===== src/rtl/ram_arbiter_2req.sv =====
// Round-robin arbiter/sequencer sharing one single-port RAM (synchronous
// write, combinational read) between two requesters.
//
// Handshake: a requester raises req with we/addr/din and holds all four
// stable until it sees its one-cycle ack; it may drop or change them at the
// edge that ends the ack cycle. The owner is masked from arbitration during
// its own ack cycle, so the next grant there can only go to the other side.
//
// Timing per grant sampled at edge N: ACCESS in cycle N..N+1 (RAM port
// carries the command, write commits at N+1), RESP in cycle N+1..N+2
// (ack and rdata valid). All outputs are registers.
module ram_arbiter_2req #(
  parameter int addr_width = 2,
  parameter int data_width = 3
) (
  input  logic                  clk,
  input  logic                  reset_n,
  input  logic                  req0,
  input  logic                  we0,
  input  logic [addr_width-1:0] addr0,
  input  logic [data_width-1:0] din0,
  output logic                  ack0,
  input  logic                  req1,
  input  logic                  we1,
  input  logic [addr_width-1:0] addr1,
  input  logic [data_width-1:0] din1,
  output logic                  ack1,
  output logic [data_width-1:0] rdata,
  output logic                  busy,
  output logic                  ram_we,
  output logic [addr_width-1:0] ram_addr,
  output logic [data_width-1:0] ram_din,
  input  logic [data_width-1:0] ram_dout
);

  typedef enum logic [1:0] {
    IDLE   = 2'd0,
    ACCESS = 2'd1,
    RESP   = 2'd2
  } state_t;

  state_t                state;
  state_t                state_next;
  logic                  last_grant;
  logic                  last_grant_next;
  logic                  owner;
  logic                  owner_next;
  logic                  ram_we_next;
  logic [addr_width-1:0] ram_addr_next;
  logic [data_width-1:0] ram_din_next;
  logic                  ack0_next;
  logic                  ack1_next;
  logic [data_width-1:0] rdata_next;
  logic                  busy_next;

  logic                  grant_valid;
  logic                  grant_id;

  // Winner selection: in IDLE both requesters compete (tie goes to the one
  // that did not win last); in RESP only the non-owner may be granted.
  always_comb begin
    grant_valid = 1'b0;
    grant_id    = 1'b0;
    case (state)
      IDLE: begin
        if (req0 && req1) begin
          grant_valid = 1'b1;
          grant_id    = ~last_grant;
        end else if (req0) begin
          grant_valid = 1'b1;
          grant_id    = 1'b0;
        end else if (req1) begin
          grant_valid = 1'b1;
          grant_id    = 1'b1;
        end
      end
      RESP: begin
        if (!owner && req1) begin
          grant_valid = 1'b1;
          grant_id    = 1'b1;
        end else if (owner && req0) begin
          grant_valid = 1'b1;
          grant_id    = 1'b0;
        end
      end
      default: begin
        grant_valid = 1'b0;
        grant_id    = 1'b0;
      end
    endcase
  end

  // Next-state and next-output logic; RAM port fields hold unless a grant
  // loads them, ram_we and acks default low so each is a single-cycle pulse.
  always_comb begin
    state_next      = state;
    last_grant_next = last_grant;
    owner_next      = owner;
    ram_we_next     = 1'b0;
    ram_addr_next   = ram_addr;
    ram_din_next    = ram_din;
    ack0_next       = 1'b0;
    ack1_next       = 1'b0;
    rdata_next      = rdata;

    case (state)
      IDLE: begin
        if (grant_valid) begin
          state_next = ACCESS;
        end
      end
      ACCESS: begin
        // Reads capture the combinational RAM output; writes leave rdata.
        if (!ram_we) begin
          rdata_next = ram_dout;
        end
        ack0_next  = ~owner;
        ack1_next  = owner;
        state_next = RESP;
      end
      RESP: begin
        state_next = grant_valid ? ACCESS : IDLE;
      end
      default: begin
        state_next = IDLE;
      end
    endcase

    if (grant_valid) begin
      owner_next      = grant_id;
      last_grant_next = grant_id;
      ram_we_next     = grant_id ? we1 : we0;
      ram_addr_next   = grant_id ? addr1 : addr0;
      ram_din_next    = grant_id ? din1 : din0;
    end

    busy_next = (state_next != IDLE);
  end

  // State and output registers; reset clears everything at once, which also
  // aborts an in-flight write before its commit edge.
  always_ff @(posedge clk or negedge reset_n) begin
    if (!reset_n) begin
      state      <= IDLE;
      last_grant <= 1'b1;
      owner      <= 1'b0;
      ram_we     <= 1'b0;
      ram_addr   <= '0;
      ram_din    <= '0;
      ack0       <= 1'b0;
      ack1       <= 1'b0;
      rdata      <= '0;
      busy       <= 1'b0;
    end else begin
      state      <= state_next;
      last_grant <= last_grant_next;
      owner      <= owner_next;
      ram_we     <= ram_we_next;
      ram_addr   <= ram_addr_next;
      ram_din    <= ram_din_next;
      ack0       <= ack0_next;
      ack1       <= ack1_next;
      rdata      <= rdata_next;
      busy       <= busy_next;
    end
  end

endmodule

===== config.mk =====
export PLATFORM = sky130hd
export DESIGN_NAME = ram_arbiter_2req
export DESIGN_NICKNAME = d
export VERILOG_FILES = /design/src/rtl/ram_arbiter_2req.sv
export SDC_FILE = /design/constraint.sdc
export NUM_CORES = 1
export LEC_CHECK = 0
export CAP_MARGIN = 20
export CORE_MARGIN = 2
export CORE_UTILIZATION = 30
export CTS_CLUSTER_SIZE = 10
export DETAILED_ROUTE_END_ITERATION = 10
export PLACE_DENSITY = 0.69
export SYNTH_ARGS = -nofsm -noshare
export SYNTH_HDL_FRONTEND = slang
export SYNTH_SLANG_ARGS = --single-unit
export TNS_END_PERCENT = 100

===== constraint.sdc =====
create_clock -name clk -period 3.27 [get_ports clk]
set_clock_uncertainty 0.1 [all_clocks]
set_input_delay 0.654 -clock clk [delete_from_list [all_inputs] [get_ports clk]]
set_output_delay 0.654 -clock clk [all_outputs]
set_load 0.01 [all_outputs]

# == Yosys cells after proc, flatten, opt, wreduce, memory -nomap -nowiden ==
# Index checks and enable logic that the tools add are counted.
# word_totals
latchBits,0
memories,0
ramBits,0
output_inout_bits,12
regBits,16
rom_bits,0
# classes
div,0
reduce_logical,7
n_mux,19
mul,0
magnitude_cmp,0
bitwise,3
eq_ne,2
shifts,0
add_sub_neg,0
# op_table
op,n
1-bit two-way mux,13
2-bit one-hot mux with 3 select lines,1
2-bit two-way mux,2
1-bit one-hot mux with 2 select lines,2
1-bit logical AND,3
3-bit two-way mux,1
1-bit NOT,3
2-bit by 1-bit equality test with 1-bit output (second input constant),1
2-bit equality test (second input constant),1
2-bit logical NOT,1
2-bit AND reduction,1
2-bit nonzero test,1
1-bit logical NOT,1

# == Depth between registers and ports, before layout ==
# depth
depth_word,7
mapped_depth,4
mapped_depth_nobuf,4

# == Worst setup path before layout ==
# Ideal clock, no wire load.
# synth_path
path_type,input-to-reg
from,input port req0
to,register ram_addr[0]
path_slack_ns,1.457
required_ns,3.045
arrival_time_ns,1.588
cell_stages,4
cell_sequence,nand2_1 o211ai_2 mux2_2 mux2_2
# synth_between
elab_chain_cells,4
word_cells_on_any_way,11
classes_between,9 x mux; 2 x reduce/logical
# synth_lines
element,line,text
from (decl),18,"input logic req0,"
1-bit two-way mux (tied with other cells),69,end else if (req0) begin
"1-bit two-way mux, on equally long branches","66, 81",
1-bit one-hot mux with 2 select lines or 1-bit two-way mux (tied branches),"64, 78",
2-bit two-way mux or 1-bit one-hot mux with 2 select lines (tied branches),"133, 64",
to (signal assigned),159,ram_addr <= ram_addr_next;
to (decl),31,"output logic [addr_width-1:0] ram_addr,"
# Parallel ways exist; a longest one is shown, timed or not.
# A chain may end at the register's enable or synchronous reset.

# == Worst setup path after layout ==
# layout_path
from,input port req0
to,register ram_addr[1]
# The elaborated chain is that of the path after synthesis.

==> summary.md <==
| Metric | Value |
|---|---|
| CTS Buf Count | `3` |
| Sequential fraction of the synthesis area | `57.7%` |
| # setup viols final | `0` |
| Post-DP HPWL | `1.03 mm` |
| Worst skew pair latency | `approximately 0.29 ns` |
| Run status | `finished clean` |
| Largest net degree at the start of global routing | `17` |
| GRT Util Overall | `12.5%` |
| Final Hold Fails | `0` |
| Worst Setup End Kind | `flop` |
| First-pass GRT wire length | `2.33 mm` |
| H-Tree Depth | `1` |
| Post-Syn Instances | `51` |
| Max VDD drop | `0.498 mV` |
| Die Ht | `roughly 52 um` |
| Final Total Pwr | `0.927 mW` |
| Total Die Area | `2720 um2` |
| R2r endpoint | `ram_addr[1]` |
| Clk buf depth | `2` |
| Mapped Nets | `70` |
| Area growth syn-to-layout | `53.4%` |
| Syn. warnings | `0` |
| Layout cell share with drive strength beyond 1 | `25.9%` |
| Initial antenna violation count | `0` |
| CTS tree | `yes` |
| Via count | `around 500` |
| Max-cap violations | `0` |
| Placer congestion estimate | `0.689` |
| Layout Nets | `105` |
| Initial core utilization | `31.4%` |
| Final Cycle Share | `between 60% and 70%` |
| HP Class | `reg2reg` |
| Crit Reg-Reg Startpoint | `last_grant` |
| Maximum clock rate | `about 460 MHz` |
| Leak Pwr | `0.442 nW` |
| Crit path launch type | `input pin` |
| Synth area leaders | `dfrtp_1, mux2_2, dfstp_2, a211oi_4, nand2b_1` |
| CTS sink cnt | `16` |
| Post-CTS sizing | `0` |
| Row count | `17` |
| Hold worst-path end | `last_grant` |
| Die Width | `52.2 um` |
| Initial drt markers | `3` |
| I/O pin cnt | `31` |
| Post-Place Cells | `109` |
| Port buffer count | `30` |
| Core footprint | `2210 um2` |
| Post-route setup TNS | `0 ns` |
| Most frequent cells in the layout | `clkdlybuf4s50_1, dfrtp_1, mux2_2` |
| Final Max Slew Viols | `0` |
| Cell count of the worst reg-to-reg path | `4` |
| Post-route ant nets | `0` |
| DR DRC count | `0` |
| Diode count | `0` |
| Vias per std cell | `4.49` |
| Post-Syn Area per Cell | `roughly 14 um2` |
| CTS clk-pin slew, worst paths | `~0.090 ns` |
| Worst Hold Launch | `last_grant` |
| Least-Margin Pin Slew | `roughly 0.70 ns` |
| Flop2flop setup slack | `1.47 ns` |
| Drt pass-1 iters | `3` |
| Top cell type's share of synthesized area | `54.0%` |
| CTS Hold Bufs | `0` |
| Worst EP required | `around 3.4 ns` |
| Cell area power density | `868 nW/um2` |
| Yosys reg bits | `16` |
| RSZ-0062 raised after global routing | `false` |
| Final period demand of the worst path | `2.17 ns` |
| Root buffer cell | `clkbuf_4` |
| Setup Buffers After CTS | `0` |
| Final hold slack | `0.401 ns` |
| Most common cell after layout, fill and taps aside | `clkdlybuf4s50_1` |
| CP Max Fanout | `7` |
| Fillcell total | `210` |
| Routed len/inst | `12.2 um` |
| Vias in the first global route | `536` |
| Worst Path Arrival | `2.26 ns` |
| Gr ovfl total | `0` |
| Design area | `1070 um2` |
| Max-slew headroom | `53.4%` |
| WL final | `1.37 mm` |
| Post-Syn Area | `696 um2` |
| Post-synth top area cell | `dfrtp_1` |
| Placed instance area | `between 1000 and 1500 um2` |
| Critical path class | `in2reg` |
| Worst Hold Depth | `2` |
| Synth cell types | `18` |
| Fin cells | `113` |
==> cells in the mapped netlist <==
cell	instances
inv_1	2
nand2_1	2
a211oi_1	1
a211oi_4	1
nor2_1	3
nor2b_2	1
mux2i_1	1
a21oi_2	1
o211ai_2	1
o21ai_0	1
dfstp_2	1
nor2b_1	2
and2_1	1
mux2_2	13
dfrtp_1	15
a31oi_1	1
a21oi_1	1
nand2b_1	3
==> worst max-delay path, stage by stage <==
cell             delay [ns]
clkdlybuf4s50_1        0.54
nand2_1                0.08
o211ai_2               0.34
mux2_2                 0.38
mux2_2                 0.26
==> where the power goes <==
group	leakage [nW]	internal, mW	switching, mW	total (mW)
registers	0.192	0.299	0.0698	0.369
logic	0.229	0.264	0.162	0.426
clock network	0.0210	0.0679	0.0642	0.132
total	0.442	0.631	0.296	0.927
==> stage by stage <==
| stage | setup slack, ns | utilization (%) |
|---|---|---|
| after floorplan | 1.46 | - |
| after global placement | 0.794 | 46.6 |
| after detailed placement | 0.755 | 46.6 |
| after CTS | 1.08 | 48.2 |
| after global routing | 1.03 | 48.2 |
| final | 1.10 | 48.2 |
==> flip-flops by register name, summed over array words and instances, names as in the netlist <==
register / flops
owner: 1
ack1: 1
ram_addr: 2
rdata: 3
state: 2
busy: 1
ram_din: 3
ram_we: 1
ack0: 1
last_grant: 1
==> layout make-up <==
| cell class | instances | area [um2] | area share [%] |
|---|---|---|---|
| sequential | 16 | 402 | 37.6 |
| timing repair buffer | 30 | 300 | 28.1 |
| clock buffer | 4 | 36.3 | 3.40 |
| inverter | 2 | 7.51 | 0.703 |
| multi-input combinational | 33 | 287 | 26.8 |
| tap | 28 | 35.0 | 3.28 |
==> how the worst max path moves through the flow <==
| stage | cells after the start | end | from |
|---|---|---|---|
| 2_1_floorplan | 4 | ram_addr[0] | req0 |
| 3_3_place_gp | 5 | ram_addr[1] | req0 |
| 3_5_place_dp | 5 | ram_din[1] | req0 |
| 4_1_cts | 5 | ram_din[1] | req0 |
| 5_1_grt | 5 | ram_addr[1] | req0 |
| 6_report | 5 | ram_addr[1] | req0 |
==> per-layer routing <==
metal / GRT usage (%) / wire length, um / vias to the layer above
met5: 0 / 0 / -
met4: 8.12 / 25 / 0
met3: 8.05 / 186 / 2
met2: 18.4 / 634 / 26
met1: 13.2 / 529 / 234
li1: - / - / 245
==> cell families (layout without fill, tap and decap cells) <==
logic type / Yosys count / in the layout / synth area share, %
simple gates: 12 / 12 / 9.35
mux: 14 / 14 / 22.5
flops: 16 / 16 / 57.7
compound gates: 7 / 7 / 9.35
buf+inv: 2 / 36 / 1.08
(Power assumes the default switching activity.)
